### src/rtl/pmem_arbiter.sv
// -----------------------------------------------------------------------------
// pmem_arbiter
//
// Shares the single physical-memory port between the I-cache and the D-cache
// line-miss engines of the pipelined LC-3b. A winning request is latched in
// IDLE. Memory is then driven from that latched copy until pmem_resp, and the
// response is routed only to the requester that won. D normally has priority.
// A saturating streak counter forces an I grant after MAX_D_BURST consecutive
// D grants taken while I was waiting, so I can never starve.
//
// Ports:
//   clk, rst                 clock (rising edge), async active-high reset
//   i_pmem_read/_address     I-cache line read request
//   i_pmem_rdata/_resp       line data / completion pulse back to the I-cache
//   d_pmem_read/_write       D-cache line read / writeback request
//   d_pmem_address/_wdata    D-cache line address / writeback data
//   d_pmem_rdata/_resp       line data / completion pulse back to the D-cache
//   pmem_read/_write         physical memory command (registered sources)
//   pmem_address/_wdata      physical memory address / write data
//   pmem_rdata/_resp         physical memory read data / 1-cycle done pulse
//   arb_state                00 IDLE, 01 SERVE_I, 10 SERVE_D (perf/debug)
// -----------------------------------------------------------------------------
module pmem_arbiter #(
  parameter int MAX_D_BURST = 4,
  parameter int LINE_W      = 128
) (
  input  logic              clk,
  input  logic              rst,
  input  logic              i_pmem_read,
  input  logic [15:0]       i_pmem_address,
  output logic [LINE_W-1:0] i_pmem_rdata,
  output logic              i_pmem_resp,
  input  logic              d_pmem_read,
  input  logic              d_pmem_write,
  input  logic [15:0]       d_pmem_address,
  input  logic [LINE_W-1:0] d_pmem_wdata,
  output logic [LINE_W-1:0] d_pmem_rdata,
  output logic              d_pmem_resp,
  output logic              pmem_read,
  output logic              pmem_write,
  output logic [15:0]       pmem_address,
  output logic [LINE_W-1:0] pmem_wdata,
  input  logic [LINE_W-1:0] pmem_rdata,
  input  logic              pmem_resp,
  output logic [1:0]        arb_state
);

  typedef enum logic [1:0] {
    IDLE    = 2'b00,
    SERVE_I = 2'b01,
    SERVE_D = 2'b10
  } state_t;

  state_t            state;
  state_t            state_nxt;
  logic [15:0]       lat_addr;
  logic [LINE_W-1:0] lat_wdata;
  logic              lat_write;
  logic [3:0]        d_streak;

  logic d_req;
  logic i_req;
  logic grant_i;
  logic grant_d;
  logic i_forced;

  assign d_req    = d_pmem_read | d_pmem_write;
  assign i_req    = i_pmem_read;
  assign i_forced = d_streak == 4'(MAX_D_BURST);

  // Next-state and grant decode. Requests are only looked at in IDLE; during
  // service the requester inputs are deliberately ignored.
  always_comb begin
    // NOTE: every signal assigned here gets a default first so no path leaves
    // it unassigned, which would otherwise infer a latch.
    state_nxt = state;
    grant_i   = 1'b0;
    grant_d   = 1'b0;
    unique case (state)
      IDLE: begin
        if (d_req && i_req && i_forced) begin
          grant_i   = 1'b1;
          state_nxt = SERVE_I;
        end else if (d_req) begin
          grant_d   = 1'b1;
          state_nxt = SERVE_D;
        end else if (i_req) begin
          grant_i   = 1'b1;
          state_nxt = SERVE_I;
        end
      end
      SERVE_I, SERVE_D: begin
        // Returning to IDLE for one cycle drops the pmem command between
        // transactions and lets the finished requester deassert before the
        // next arbitration.
        if (pmem_resp) state_nxt = IDLE;
      end
      default: state_nxt = IDLE;
    endcase
  end

  // The latched transaction is reset as well as the state, so the physical
  // memory port reads all-zero immediately on reset.
  always_ff @(posedge clk or posedge rst) begin
    if (rst) begin
      state     <= IDLE;
      lat_addr  <= '0;
      lat_wdata <= '0;
      lat_write <= 1'b0;
      d_streak  <= '0;
    end else begin
      // NOTE: sequential state uses non-blocking assignments so every register
      // samples pre-edge values regardless of statement order.
      state <= state_nxt;
      if (grant_d) begin
        lat_addr  <= d_pmem_address;
        // Write wins when the D-cache raises read and write together.
        lat_write <= d_pmem_write;
        lat_wdata <= d_pmem_write ? d_pmem_wdata : '0;
        if (!i_req)                d_streak <= '0;
        else if (d_streak != 4'hf) d_streak <= d_streak + 4'd1;
      end else if (grant_i) begin
        lat_addr  <= i_pmem_address;
        lat_write <= 1'b0;
        lat_wdata <= '0;
        d_streak  <= '0;
      end
    end
  end

  // Memory command comes purely from registers, never from live request
  // inputs. Response routing is combinational in the pmem_resp cycle.
  always_comb begin
    pmem_read    = 1'b0;
    pmem_write   = 1'b0;
    pmem_address = '0;
    pmem_wdata   = '0;
    i_pmem_resp  = 1'b0;
    d_pmem_resp  = 1'b0;
    i_pmem_rdata = '0;
    d_pmem_rdata = '0;
    if (state != IDLE) begin
      pmem_read    = !lat_write;
      pmem_write   = lat_write;
      pmem_address = lat_addr;
      pmem_wdata   = lat_wdata;
    end
    if (state == SERVE_I && pmem_resp) begin
      i_pmem_resp  = 1'b1;
      i_pmem_rdata = pmem_rdata;
    end
    if (state == SERVE_D && pmem_resp) begin
      d_pmem_resp  = 1'b1;
      d_pmem_rdata = pmem_rdata;
    end
  end

  assign arb_state = state;

endmodule

### config.mk
export PLATFORM = sky130hd
export DESIGN_NAME = pmem_arbiter
export DESIGN_NICKNAME = d
export VERILOG_FILES = /design/src/rtl/pmem_arbiter.sv
export SDC_FILE = /design/constraint.sdc
export NUM_CORES = 1
export LEC_CHECK = 0
export CORE_AREA = 4 4 272 274
export DETAILED_ROUTE_END_ITERATION = 10
export DIE_AREA = 0 0 276 278
export PLACE_DENSITY = 0.42
export SLEW_MARGIN = 5
export SYNTH_ARGS = -nofsm -noshare
export SYNTH_HDL_FRONTEND = slang
export SYNTH_SLANG_ARGS = --single-unit
### constraint.sdc
create_clock -name clk -period 6.7 [get_ports clk]
set_input_delay 1.005 -clock clk [delete_from_list [all_inputs] [get_ports clk]]
set_output_delay 1.005 -clock clk [all_outputs]
set_load 0.03 [all_outputs]
# Yosys cells after proc, flatten, opt, wreduce, memory -nomap -nowiden

Cells that the tools add are included.

Bits in writable memories: 0
Register bits: 151
Bits in latches: 0
Output and inout port bits: 406
Memories: 0
Memory bits (read-only): 0

Equal/unequal tests: 7
Reduce and logical (&&, ||, !) cells: 11
$lt $le $gt $ge: 0
Div/mod/pow operators: 0
Add/subtract/negate cells: 1
Shift operators: 0
Muxes and demuxes: 31
Multiply operators: 0
Bitwise operators: 1

Operator list:

| kind                                                 | count |
|---|---|
| two-way mux 128 bit                                  | 6 |
| two-way mux 16 bit                                   | 3 |
| two-way mux 4 bit                                    | 4 |
| two-way mux 1 bit                                    | 13 |
| two-way mux 2 bit                                    | 4 |
| != test 4 bit (second input constant)                | 2 |
| adder 4 x 1 -> 4 bit (second input constant)         | 1 |
| equality test 4 x 3 -> 1 bit (second input constant) | 1 |
| logical AND 1 bit                                    | 4 |
| case mux 2 bit (2 select lines)                      | 1 |
| AND reduction 2 bit                                  | 2 |
| nonzero test 2 bit                                   | 2 |
| != test 3 x 2 -> 1 bit (second input constant)       | 1 |
| equality test 2 x 1 -> 1 bit (second input constant) | 1 |
| equality test 2 bit (second input constant)          | 1 |
| zero test 2 bit                                      | 1 |
| != test 2 bit (second input constant)                | 1 |
| OR reduction 2 bit                                   | 1 |
| zero test 1 bit                                      | 1 |
| OR 1 bit                                             | 1 |

# Depth between registers and ports, before layout

Gate-level depths: netlist of run 1.

Word-level depth: 7
Gate-level depth with buffers: 8
Gate-level depth less buffers: 5

# Least setup slack after synthesis of run 1

Ideal clock, no wire load.

Kind: in2out
Start point: input pmem_resp
End point: output i_pmem_rdata[100]
Arrival time: 2.025 ns
Setup slack: 3.670 ns
Cell stages on the path: 4
Data required time: 5.695 ns
Path buffers: 3
Cell sequence: clkbuf_1 > clkbuf_1 > clkbuf_1 > and3_1

Longest elaborated chain between the ends: 2

Ends and longest elaborated chain:

| element             | RTL line | source |
|---|---|---|
| from (decl)         | 44       | `input logic pmem_resp,` |
| logical AND 1 bit   | 148      | `if (state == SERVE_I && pmem_resp) begin` |
| two-way mux 128 bit | 148      |  |
| to (decl)           | 31       | `output logic [LINE_W-1:0] i_pmem_rdata,` |

No other way between the ends.

# Worst setup path in the final report of run 1

Start point: register state[1], in the netlist arb_state[1]
End point: output i_pmem_rdata[88]

Longest elaborated chain between the ends: 3

Ends and longest elaborated chain:

| element                      | RTL line | source |
|---|---|---|
| from (decl)                  | 54       | `state_t state;` |
| from (signal assigned)       | 114      | `state <= state_nxt;` |
| equality test 2 x 1 -> 1 bit | 148      |  |
| logical AND 1 bit            | 148      |  |
| two-way mux 128 bit          | 148      |  |

No other way between the ends.

==> impl_metrics.py, run 1 <==
metrics = {
    "route": {
        "drcViolationCount": 0,
        "antenna_left": 0,
        "totalWireLength_mm": 60.62,
        "routedWlPerCell_um": 24.31,
        "drt_iter0_drc": 560,
        "vias_per_cell": 3.926,
        "vias": 9792,
        "met3_length_mm": 4.123,
        "wl_met1_mm": 22.53,
        "dr_wl_met2_mm": 31.71,
        "drtPass1Iterations": 5,
        "top_layer_used": "met5",
    },
    "clocking": {
        "hold_buffers": 0,
        "cts.sinks": 151,
        "clkTransAtPathRegs_ns": 0.07,
        "cts_setup_buffers": 0,
        "cts-root-buf": "clkbuf_16",
        "cts_max_level": 4,
        "cts_tree": "built",
        "clockBufferDepth": 2,
        "clock_latency_ns": 0.46,
        "numCtsBuffers": 17,
        "ctsResizeCount": 0,
    },
    "status": {
        "status": "finished clean",
    },
    "hold_path": {
        "holdCritPathClass": "flop to flop",
    },
    "timing": {
        "worst_pin_slew_ns": 1.119,
        "fin_skew_ns": 0.02277,
        "period_share_pct": 65.40,
        "rsz0062_at_grt": "no",
        "fin_setup_tns_ns": 0,
        "fmax_ghz": 0.2282,
        "hold_viol": 0,
        "setup_viol": 0,
        "final_max_slew_viol_count": 0,
        "holdWs_ns": 0.4752,
        "maxSlewHeadroom_pct": 25.43,
        "period_needed_ns": 4.382,
    },
    "critical_path": {
        "cp-end-kind": "primary output",
        "critical_path.slowest_cell": "clkdlybuf4s50_1",
        "crit_arrival_ns": 3.38,
        "critPathRequiredTime_ns": 5.69,
        "critPathKind": "flop to primary output",
        "path_cells": "inv_1 > ha_4 > buf_4 > and3_1 > clkdlybuf4s50_1",
        "crit_fanout": 98,
        "startpoint_type": "flop",
        "max_stage_delay_ns": 0.86,
    },
    "power": {
        "p_leak_nw": 7.367,
        "clkPwrFrac_pct": 14.7,
        "powerDensity_nw_per_um2": 379.0,
        "seq_power_share_pct": 24.4,
        "fin_total_pwr_w": 0.006444,
        "ir_drop_uv": 311.3,
        "swShare_pct": 46.31,
        "p_int_w": 0.003460,
        "power_switching_w": 0.002984,
        "p_comb_share_pct": 60.9,
    },
    "cells_and_area": {
        "final_cell_count_no_fill": 2494,
        "mostFrequentLayoutCells": "clkdlybuf4s50_1, and3_1, dfrtp_1, nor2b_1, a22o_1",
        "area_growth_pct": 98.37,
        "fin_nets": 1818,
        "layout-drive-gt1-share_pct": 3.198,
        "final_common_cell": "clkdlybuf4s50_1",
        "n_fill_cell": 7695,
        "finish.utilization_pct": 23.83,
    },
    "grt": {
        "grt_pass1_vias": 10050,
        "grtUsageTotal_pct": 14.92,
        "grt_max_degree": 154,
        "overflow": 0,
        "grt_pass1_wl_mm": 82.28,
        "antenna_found_initial": 37,
    },
    "synthesis": {
        "async_reset_ff_share_pct": 100.0,
        "ys_seq_area_share_pct": 44.08,
        "syn_avg_cell_area_um2": 9.482,
        "synth_edf_count": 0,
        "synth_cells": 904,
        "synth.net_count": 1203,
        "yosysWarnings": 0,
        "ys_types": 33,
        "ys_seq_elements": 151,
        "ys.flop_type": "dfrtp_1",
        "synth_area_um2": 8572,
    },
    "placed_design": {
        "place.gp.congestion": 0.8729,
        "io_buffer_count": 699,
        "dp.cells": 2450,
        "dpl.hpwl_mm": 48.87,
    },
    "floorplan": {
        "core_um2": 71360,
        "die_height_um": 278,
        "initial_utilization_pct": 12.01,
        "die-area_um2": 76730,
        "die_w_um": 276,
        "io_pins": 700,
        "row_count": 98,
    },
    "job": {
        "cap_viol_max_count": 0,
    },
}
==> final timing paths <==
check                             start               end  slack (ns)  cells after the start
setup / recovery           arb_state[1]  i_pmem_rdata[88]        2.32                      5
hold / removal             lat_addr[14]      lat_addr[14]        0.48                      2
setup reg to reg            d_streak[0]     lat_wdata[25]        3.65                      6
hold reg to reg            lat_addr[14]      lat_addr[14]        0.48                      2
max in group asynchronous           rst       d_streak[0]        4.60                      3
min in group asynchronous           rst     lat_wdata[50]        0.86                      2
==> cell families after synthesis <==
logic type / Yosys count / synth area share, %
multiplexers: 2 / 0.2336
buffers and inverters: 120 / 6.014
flip-flops: 151 / 44.08
AO/OA/AOI/OAI: 190 / 17.49
AND/OR/NAND/NOR: 434 / 31.25
adder cells (fa/ha/maj): 5 / 0.7298
XOR/XNOR: 2 / 0.2044
==> critical path, delay by kind of cell, from the launching register on <==
kind          cells  cell delay, ns
simple gates      1            0.22
buf+inv           3            1.49
flops             1            0.42
fa+ha+maj         1            0.69
==> metrics by stage <==
stage,cell area (µm²),setup slack (ns)
6_report,17000,2.318
5_1_grt,16990,2.107
4_1_cts,16970,2.179
3_5_place_dp,16420,2.472
3_3_place_gp,16420,2.553
2_1_floorplan,8572,1.630
==> flip-flops by register name, summed over array words and instances (netlist names) <==
| signal | flops |
|---|---|
| d_streak | 4 |
| arb_state | 2 |
| lat_write | 1 |
| lat_wdata | 128 |
| lat_addr | 16 |
==> synthesized netlist by cell type (2+ instances only) <==
cell type / count / area, µm²
ha_1: 5 / 62.56
dfrtp_1: 151 / 3779
a21oi_1: 17 / 85.08
o31ai_1: 18 / 135.1
nand2_1: 17 / 63.81
inv_1: 6 / 22.52
clkbuf_1: 74 / 277.8
o21ai_0: 18 / 90.09
buf_6: 2 / 22.52
nor2b_1: 146 / 913.4
and2_1: 3 / 18.77
a22o_1: 130 / 1139
nand3_1: 2 / 10.01
o21a_1: 2 / 15.01
nand4_1: 2 / 12.51
mux2i_1: 2 / 20.02
and3_1: 257 / 1608
buf_2: 37 / 185.2
==> power groups by stage <==
stage                     Combinational [W]  Sequential [W]  Clock, W
after detailed placement            0.00399         0.00157         0
final                               0.00392         0.00158  0.000947
after CTS                           0.00400         0.00158  0.000996
after global routing                0.00417         0.00163   0.00103
after floorplan                     0.00236         0.00151         0
after global placement              0.00397         0.00159         0
==> layer usage <==
layer | global-route usage (%) | vias to the layer above
met3 | 4.740 | 90
met1 | 15.68 | 4748
met4 | 5.935 | 4
met5 | 0 | -
met2 | 27.64 | 470
li1 | - | 4480
==> area by class of cell <==
class | count | area, µm² | area share [%]
Timing Repair Buffer | 710 | 7093 | 41.71
Multi-Input combinational cell | 633 | 4329 | 25.46
Sequential cell | 151 | 3779 | 22.22
Tap cell | 950 | 1189 | 6.990
Clock buffer | 19 | 432.9 | 2.546
Clock inverter | 13 | 123.9 | 0.7285
Antenna cell | 12 | 30.03 | 0.1766
Inverter | 6 | 27.53 | 0.1619
(Power assumes the default switching activity.)
==> inputs of run 2 (changes only) <==
- CORE_AREA: 4 4 272 274 -> 4 4 269 271
- DIE_AREA: 0 0 276 278 -> 0 0 273 275
- PLACE_DENSITY: 0.42 -> 0.44
- clock period: 6.7 -> 3.6 ns (I/O delays scaled with it)
==> impl_metrics.py, run 2 (synthesis gave the netlist of run 1 again) <==
metrics = {
    "hold_path": {
        "holdCritPathClass": "flop to flop",
    },
    "placed_design": {
        "dpl.hpwl_mm": 49.05,
        "place.gp.congestion": 0.8937,
        "io_buffer_count": 699,
    },
    "floorplan": {
        "die-area_um2": 75080,
        "die_height_um": 275,
        "core_um2": 69790,
        "initial_utilization_pct": 12.28,
        "row_count": 97,
        "die_w_um": 273,
        "io_pins": 700,
    },
    "critical_path": {
        "critPathRequiredTime_ns": 3.06,
        "cp-end-kind": "primary output",
        "startpoint_type": "flop",
        "max_stage_delay_ns": 0.68,
        "critical_path.slowest_cell": "clkdlybuf4s50_1",
        "path_cells": "inv_1 > ha_4 > buf_4 > and3_1 > clkdlybuf4s50_1",
        "critPathBufInv": 3,
        "crit_arrival_ns": 2.81,
        "critPathKind": "flop to primary output",
        "path_delay_family": "buffers and inverters",
        "crit_fanout": 38,
    },
    "clocking": {
        "cts-root-buf": "clkbuf_16",
        "cts_tree": "built",
        "hold_buffers": 0,
        "numCtsBuffers": 17,
        "clkTransAtPathRegs_ns": 0.07,
        "cts.sinks": 151,
        "clockBufferDepth": 2,
        "cts_max_level": 4,
        "clock_latency_ns": 0.46,
        "cts_setup_buffers": 0,
        "ctsResizeCount": 0,
    },
    "route": {
        "vias": 9949,
        "drcViolationCount": 0,
        "drt_iter0_drc": 516,
        "totalWireLength_mm": 59.93,
        "drtPass1Iterations": 4,
        "vias_per_cell": 3.994,
        "routedWlPerCell_um": 24.06,
        "antenna_left": 0,
    },
    "cells_and_area": {
        "fin_nets": 1829,
        "top_regs": "lat_wdata (128), lat_addr (16), d_streak (4)",
        "max_flop_register": "lat_wdata",
        "mostFrequentLayoutCells": "clkdlybuf4s50_1, and3_1, dfrtp_1, nor2b_1, a22o_1",
        "largest_reg_flops": 128,
        "n_fill_cell": 7488,
        "area_growth_pct": 100.9,
        "layout-drive-gt1-share_pct": 3.891,
        "final_common_cell": "clkdlybuf4s50_1",
    },
    "timing": {
        "period_share_pct": 92.98,
        "setup_viol": 0,
        "rsz0062_at_grt": "no",
        "fmax_ghz": 0.2988,
        "hold_viol": 0,
        "maxSlewHeadroom_pct": 42.75,
        "fin_setup_tns_ns": 0,
        "fin_skew_ns": 0.009541,
        "period_needed_ns": 3.347,
        "worst_pin_slew_ns": 0.8578,
        "final_max_slew_viol_count": 0,
        "holdWs_ns": 0.4751,
    },
    "grt": {
        "grt_pass1_wl_mm": 80.86,
        "antenna_found_initial": 41,
        "grtUsageTotal_pct": 14.97,
        "grt_max_degree": 124,
        "overflow": 0,
        "grt_pass1_vias": 10180,
    },
    "power": {
        "powerDensity_nw_per_um2": 710.8,
        "p_leak_nw": 7.462,
        "ir_drop_uv": 339.6,
    },
    "status": {
        "status": "finished clean",
    },
    "job": {
        "cap_viol_max_count": 0,
    },
}
[run 2: area by class of cell]
| cell class | count | area [µm²] | area share (%) |
|---|---|---|---|
| Timing Repair Buffer | 721 | 7301 | 42.40 |
| Tap cell | 940 | 1176 | 6.830 |
| Multi-Input combinational cell | 633 | 4329 | 25.14 |
| Antenna cell | 9 | 22.52 | 0.1308 |
| Clock inverter | 12 | 142.6 | 0.8284 |
| Clock buffer | 19 | 442.9 | 2.572 |
| Sequential cell | 151 | 3779 | 21.94 |
| Inverter | 6 | 26.28 | 0.1526 |
[run 2: where the power goes]
part | internal [W] | total, W | switching [W] | leakage [nW]
registers | 0.00250 | 0.00296 | 0.000461 | 1.94
logic | 0.00313 | 0.00743 | 0.00430 | 5.25
clock network | 0.00105 | 0.00185 | 0.000804 | 0.274
[run 2: final timing paths]
| check | from | to | slack, ns | cells past startpoint |
|---|---|---|---|---|
| worst max-delay path | arb_state[0] | d_pmem_rdata[46] | 0.25 | 5 |
| worst min-delay path | lat_addr[5] | lat_addr[5] | 0.48 | 2 |
| worst max register to register | arb_state[0] | lat_wdata[57] | 0.88 | 5 |
| worst min register to register | lat_addr[5] | lat_addr[5] | 0.48 | 2 |
| max in group asynchronous | rst | lat_wdata[127] | 2.20 | 3 |
| min in group asynchronous | rst | lat_wdata[113] | 0.53 | 2 |
[run 2: tightest hold or removal path, delay by kind of cell, from the launching register on]
| kind | cells | cell delay [ns] |
|---|---|---|
| DFF | 1 | 0.34 |
| AOI/OAI and AO/OA | 1 | 0.06 |
| and+or+nand+nor | 1 | 0.04 |
[run 2: routing by layer]
layer	vias up	wire length [µm]	global-route usage (%)
met1	4841	22190	16.26
met3	103	4090	3.986
li1	4504	-	-
met4	4	2123	4.874
met5	-	27	0
met2	497	31500	28.21
[run 2: stage by stage]
step	total power, W	util [%]	cells	cell area (µm²)	worst slack [ns]
final	0.01224	24.67	2491	17220	0.2528
after global routing	0.01297	24.66	2488	17210	0.09487
after CTS	0.01248	24.64	2482	17200	0.1860
after detailed placement	0.01052	23.80	2451	16610	0.7014
after global placement	0.01049	23.80	2451	16610	0.7413
after floorplan	0.007212	-	904	8576	1.157
